$ cat src/rtl/jardim_pkg.sv
// jardim_pkg: shared state enum, 7-segment constants and animation stepping for jardim_multizona.
package jardim_pkg;

    typedef enum logic [1:0] {IDLE, WATER, GAP} state_t;

    localparam logic [6:0] SEG_IDLE = 7'b0111111;
    localparam logic [6:0] SEG_A    = 7'b1111110;
    localparam logic [6:0] SEG_B    = 7'b1111101;
    localparam logic [6:0] SEG_C    = 7'b1111011;
    localparam logic [6:0] SEG_D    = 7'b1110111;
    localparam logic [6:0] SEG_E    = 7'b1101111;
    localparam logic [6:0] SEG_F    = 7'b1011111;

    // Active-low single segment walks a..f by shifting the zero up one bit; f wraps to a.
    function automatic logic [6:0] seg_next(input logic [6:0] s);
        return s == SEG_F ? SEG_A : {1'b1, s[4:0], 1'b1};
    endfunction

endpackage

$ cat src/rtl/jardim_tick_gen.sv
// jardim_tick_gen: prescaler emitting a one-cycle tick every DIV enabled cycles; clear restarts the count.
module jardim_tick_gen #(
    parameter int DIV = 10
) (
    input  logic clk_i,
    input  logic rst_i,
    input  logic clear_i,
    input  logic enable_i,
    output logic tick_o
);

    localparam int W = DIV > 1 ? $clog2(DIV) : 1;

    logic [W-1:0] cnt_q, cnt_d;

    assign tick_o = enable_i && cnt_q == W'(DIV - 1);
    assign cnt_d  = (clear_i || !enable_i || tick_o) ? '0 : cnt_q + 1'b1;

    always_ff @(posedge clk_i)
        cnt_q <= rst_i ? '0 : cnt_d;

endmodule

$ cat src/rtl/jardim_multizona.sv
// jardim_multizona: sequential multi-zone irrigation controller with status LEDs and sprinkler animation.
// Optional rain input enabled by defining JARDIM_RAIN_SENSOR_EN.
module jardim_multizona
    import jardim_pkg::*;
#(
    parameter int N_ZONES        = 4,
    parameter int CYCLES_PER_SEC = 50000000,
    parameter int DAWN_SECS      = 3,
    parameter int DUSK_SECS      = 6,
    parameter int GAP_SECS       = 1,
    parameter int ANIM_CYCLES    = 5000000
) (
    input  logic               CLOCK_50,
    input  logic               reset,
    input  logic               amanhecer,
    input  logic               anoitecer,
    input  logic               controle,
`ifdef JARDIM_RAIN_SENSOR_EN
    input  logic               chuva,
`endif
    output logic [N_ZONES-1:0] valve,
    output logic [2:0]         zone,
    output logic               LEDG,
    output logic               LEDR,
    output logic [6:0]         HEX0
);

    localparam logic [2:0] LAST = 3'(N_ZONES - 1);

    state_t             state_q, state_d;
    logic [2:0]         zone_q, zone_d;
    logic [3:0]         dur_q, dur_d, sec_q, target;
    logic [2:0]         hist_q, req, edg;
    logic               armed_q;
    logic [N_ZONES-1:0] valve_q;
    logic               ledg_q, ledr_q;
    logic [6:0]         hex_q;
    logic               sec_tick, anim_tick, done, change, start, stop, allow;

    // armed_q keeps the first post-reset cycle from seeing a held request as an edge.
    assign req    = {controle, anoitecer, amanhecer};
    assign edg    = req & ~hist_q & {3{armed_q}};
    assign target = state_q == GAP ? 4'(GAP_SECS) : dur_q;
    assign done   = sec_tick && sec_q == target - 4'd1;
    assign change = state_d != state_q || zone_d != zone_q;
    assign start  = state_q == IDLE && state_d == WATER;

`ifdef JARDIM_RAIN_SENSOR_EN
    logic rain_q, stop_q;
    assign allow = !chuva;
    assign stop  = stop_q || (chuva && !rain_q && armed_q && state_q != IDLE);
    always_ff @(posedge CLOCK_50) begin
        rain_q <= !reset && chuva;
        stop_q <= !reset && state_d != IDLE && stop;
    end
`else
    assign allow = 1'b1;
    assign stop  = 1'b0;
`endif

    always_comb begin
        state_d = state_q;
        zone_d  = zone_q;
        dur_d   = dur_q;
        if (state_q == IDLE) begin
            if ((edg[0] && allow) || (edg[1] && allow) || edg[2]) begin
                state_d = WATER;
                zone_d  = '0;
                dur_d   = (edg[0] && allow) ? 4'(DAWN_SECS) : 4'(DUSK_SECS);
            end
        end else if (edg[2] || (state_q == GAP && stop)) begin
            state_d = IDLE;
            zone_d  = '0;
        end else if (done) begin
            if (state_q == GAP || (GAP_SECS == 0 && zone_q != LAST && !stop)) begin
                state_d = WATER;
                zone_d  = zone_q + 3'd1;
            end else if (zone_q == LAST || stop) begin
                state_d = IDLE;
                zone_d  = '0;
            end else begin
                state_d = GAP;
            end
        end
    end

    always_ff @(posedge CLOCK_50) begin
        if (reset) begin
            state_q <= IDLE;
            zone_q  <= '0;
            dur_q   <= '0;
            sec_q   <= '0;
            hist_q  <= '0;
            armed_q <= 1'b0;
            valve_q <= '0;
            ledg_q  <= 1'b0;
            ledr_q  <= 1'b1;
            hex_q   <= SEG_IDLE;
        end else begin
            state_q <= state_d;
            zone_q  <= zone_d;
            dur_q   <= dur_d;
            sec_q   <= change ? 4'd0 : sec_q + {3'd0, sec_tick};
            hist_q  <= req;
            armed_q <= 1'b1;
            valve_q <= state_d == WATER ? N_ZONES'(1) << zone_d : '0;
            ledg_q  <= state_d != IDLE;
            ledr_q  <= state_d == IDLE;
            hex_q   <= state_d == IDLE ? SEG_IDLE : start ? SEG_A : anim_tick ? seg_next(hex_q) : hex_q;
        end
    end

    jardim_tick_gen #(.DIV(CYCLES_PER_SEC)) u_sec (
        .clk_i   (CLOCK_50),
        .rst_i   (reset),
        .clear_i (change),
        .enable_i(state_q != IDLE),
        .tick_o  (sec_tick)
    );

    jardim_tick_gen #(.DIV(ANIM_CYCLES)) u_anim (
        .clk_i   (CLOCK_50),
        .rst_i   (reset),
        .clear_i (start),
        .enable_i(state_q != IDLE),
        .tick_o  (anim_tick)
    );

    assign valve = valve_q;
    assign zone  = zone_q;
    assign LEDG  = ledg_q;
    assign LEDR  = ledr_q;
    assign HEX0  = hex_q;

endmodule

$ cat config.mk
export PLATFORM = sky130hd
export DESIGN_NAME = jardim_multizona
export DESIGN_NICKNAME = d
export VERILOG_FILES = /design/src/rtl/jardim_pkg.sv /design/src/rtl/jardim_tick_gen.sv /design/src/rtl/jardim_multizona.sv
export SDC_FILE = /design/constraint.sdc
export NUM_CORES = 1
export LEC_CHECK = 0
export CAP_MARGIN = 10
export CORE_UTILIZATION = 35
export CTS_CLUSTER_SIZE = 16
export DETAILED_ROUTE_END_ITERATION = 10
export PLACE_DENSITY = 0.6
export SKIP_CTS_REPAIR_TIMING = 1
export SLEW_MARGIN = 20
export SYNTH_ARGS = -nofsm -noshare
export SYNTH_HDL_FRONTEND = slang
export SYNTH_HIERARCHICAL = 1
export SYNTH_SLANG_ARGS = --single-unit
$ cat constraint.sdc
create_clock -name CLOCK_50 -period 3.1 [get_ports CLOCK_50]
set_input_delay 0.93 -clock CLOCK_50 [delete_from_list [all_inputs] [get_ports CLOCK_50]]
set_output_delay 0.93 -clock CLOCK_50 [all_outputs]
set_load 0.005 [all_outputs]
==> impl_metrics.yaml <==
sta:
  fin_skew_ps: 12.5
  max_slew.worst_pin.slew_ps: 525
  hold_viol: 0
  setup_tns_ps: 0
  fmax_ghz: 0.357
  grt_setup_unrepaired: "false"
  period_needed_ps: 2800
  relSlewSlack: 0.649
  setup_viol: 0
  finalCritPeriodShare: 0.903
  slew_violations: 0
yosys:
  syn_inst: 407
  synth-edff-count: 0
  syn_area_per_cell_um2: 9.18
  yosys_warnings: 6
  yosysMostFrequentCell: "dfxtp_1"
  synth.cell_area_mm2: 0.00373
  synth_nets: 419
  synth_area_leaders: "dfxtp_1 42%, xor2_1 4.9%, nor2_1 3.3%"
  synth_common_cells: "78 x dfxtp_1, 33 x nor2_1, 29 x nand2_1, 24 x a21oi_1, 24 x nand3_1"
  synth_flop_cell: "dfxtp_1"
  synth_largest_area_cell: "dfxtp_1"
  yosysSeqAreaShare: 0.418
  synth_top_area_frac: 0.418
  synth-seq-cells: 78
  synthArstFlopShare: 0
  synth_cell_types: 60
critical_path:
  crit_path_end_kind: "flip-flop"
  r2r-start: "u_sec/cnt_q[12]$_SDFF_PP0_"
  rrSetupSlack_ps: 300
  start_kind: "flip-flop"
  arrival_ps: 3050
  endpoint: "valve[2]$_SDFF_PP0_"
  startpoint: "u_sec/cnt_q[12]$_SDFF_PP0_"
  required_ps: 3350
  critPathMaxFanout: 8
  r2r-end: "valve[2]$_SDFF_PP0_"
  r2r_cells: 9
  critical_path_class: "reg -> reg"
min_path:
  holdPathStages: 1
  hp-class: "reg -> reg"
pwr:
  p_leak_nw: 1.46
  pwr-share-comb: 0.054
  peakVddDrop_v: 0.000170
  pwr_density_cell_mw_per_mm2: 436
  internal_power_mw: 1.43
  p_switching_mw: 0.445
  p_total_mw: 1.88
  power_frac_seq: 0.544
  pwr-share-clk: 0.402
  switching_share: 0.237
cells_and_area:
  fillers: 1010
  antenna_cells: 0
  regArea_mm2: 0.00156
  finalNonFillerCells: 578
  multi_input_area_mm2: 0.00201
  syn_to_final_growth_pct: 15.4
  drive_gt1_frac: 0.167
  fin_nets: 449
drt:
  drt_first_pass_iters: 4
  vias: 3003
  wirelength_mm: 7.39
  via_per_inst: 5.20
  drtIter0Drc: 161
  drc: 0
  routedWlPerCell_um: 12.8
  drtAntennaViolNets: 0
global_route:
  grt_antenna_before_repair: 0
  grt_max_degree: 27
  grt_pass1_wl_mm: 12.8
  grt_use_total: 0.144
  grt_pass1_vias: 2733
  overflow: 0
outcome:
  run_status: "finished clean"
die:
  rows: 37
  die_y_um: 105
  dieArea_mm2: 0.0111
  core_mm2: 0.0103
  die_w_um: 105
  start_util: 0.362
  pin_count: 21
place:
  dpl.cell_count: 561
  finalWeightedCongestion: 0.756
  dp_hpwl_mm: 5.19
  port_buffers: 20
clock_tree:
  clk_pin_slew_ps: 90
  cts_tree: "done"
  clock-sinks: 78
  clockBufferDepth: 2
  h-tree-depth: 3
  cts_made_buffers: 9
  clk_latency_ps: 360
  clockRootBuffer: "clkbuf_8"
run:
  drv_cap: 0
## cell usage in the layout (no fill, tap or decap), types with 9 or more instances in the layout
cell,instances
o31ai_1,11
nor2_2,13
clkdlybuf4s50_1,20
nand4_1,9
o21ai_0,19
nor2_1,33
nand2_1,29
xor2_1,21
nand3_1,24
dfxtp_1,78
a21oi_2,10
inv_1,13
clkbuf_8,9
buf_4,13
or3_1,15
a21oi_1,24
## per-layer routing
| metal | GRT usage | vias to the layer above | wire length, um |
|---|---|---|---|
| met5 | 0 | - | 0 |
| met4 | 0.0594 | 0 | 93 |
| met3 | 0.0383 | 8 | 286 |
| met2 | 0.211 | 50 | 3140 |
| met1 | 0.198 | 1425 | 3870 |
| li1 | - | 1520 | - |
## final cells by class
| type | instances | share of cell area |
|---|---|---|
| Clock buffer | 11 | 0.0305 |
| Clock inverter | 5 | 0.0139 |
| Multi-Input combinational cell | 300 | 0.465 |
| Sequential cell | 78 | 0.362 |
| Inverter | 13 | 0.0113 |
| Timing Repair Buffer | 35 | 0.0772 |
| Tap cell | 136 | 0.0395 |
## registers in the layout (all words and copies together), names as in the netlist
register / count
HEX0: 7
LEDG: 1
LEDR: 1
armed_q: 1
dur_q: 3
hist_q: 3
sec_q: 4
state_q: 2
u_anim/cnt_q: 23
u_sec/cnt_q: 26
valve: 4
zone: 3
## worst min-delay path by stage
stage                                    start                    endpoint  slack [ps]
finish              u_anim/cnt_q[0]$_SDFF_PP0_  u_anim/cnt_q[0]$_SDFF_PP0_         460
global route        u_anim/cnt_q[0]$_SDFF_PP0_  u_anim/cnt_q[0]$_SDFF_PP0_         490
CTS                 u_anim/cnt_q[0]$_SDFF_PP0_  u_anim/cnt_q[0]$_SDFF_PP0_         460
detailed placement  u_anim/cnt_q[0]$_SDFF_PP0_  u_anim/cnt_q[0]$_SDFF_PP0_         440
global placement    u_anim/cnt_q[0]$_SDFF_PP0_  u_anim/cnt_q[0]$_SDFF_PP0_         430
floorplan           u_anim/cnt_q[0]$_SDFF_PP0_  u_anim/cnt_q[0]$_SDFF_PP0_         420
## cells by family after synthesis
logic type,after synthesis,synth area share
AOI/OAI and AO/OA,78,0.148
xor gates and xnor gates,27,0.0633
adders and majority gates,7,0.0234
buffers and inverters,29,0.0449
DFF,78,0.418
muxes,4,0.0107
and+or+nand+nor,184,0.292
## power by group through the flow
stage | clock, mW | combinational, mW | sequential (mW)
global placement | 0 | 0.0982 | 1.05
CTS | 0.779 | 0.101 | 1.02
floorplan | 0 | 0.0614 | 1.04
detailed placement | 0 | 0.100 | 1.05
finish | 0.756 | 0.101 | 1.02
global route | 0.825 | 0.111 | 1.02
## through the flow
step           utilization  hold slack (ps)  cell area, um^2  worst slack, ps
6_report             0.418              457             4310              301
5_1_grt              0.418              493             4310             86.7
4_1_cts              0.416              459             4300              287
3_5_place_dp         0.398              438             4100              145
3_3_place_gp         0.398              434             4100              265
2_1_floorplan            -              423             3730              531
## critical path: stages (launching register included)
cell and delay (ps):
dfxtp_1 420, nand4_2 240, or3_4 490, nor3_1 260, nand2_1 160, a221oi_4 240
buf_4 210, a21oi_2 70, o31a_1 310, nor4_1 290
Power figures use the tool's default switching activity.
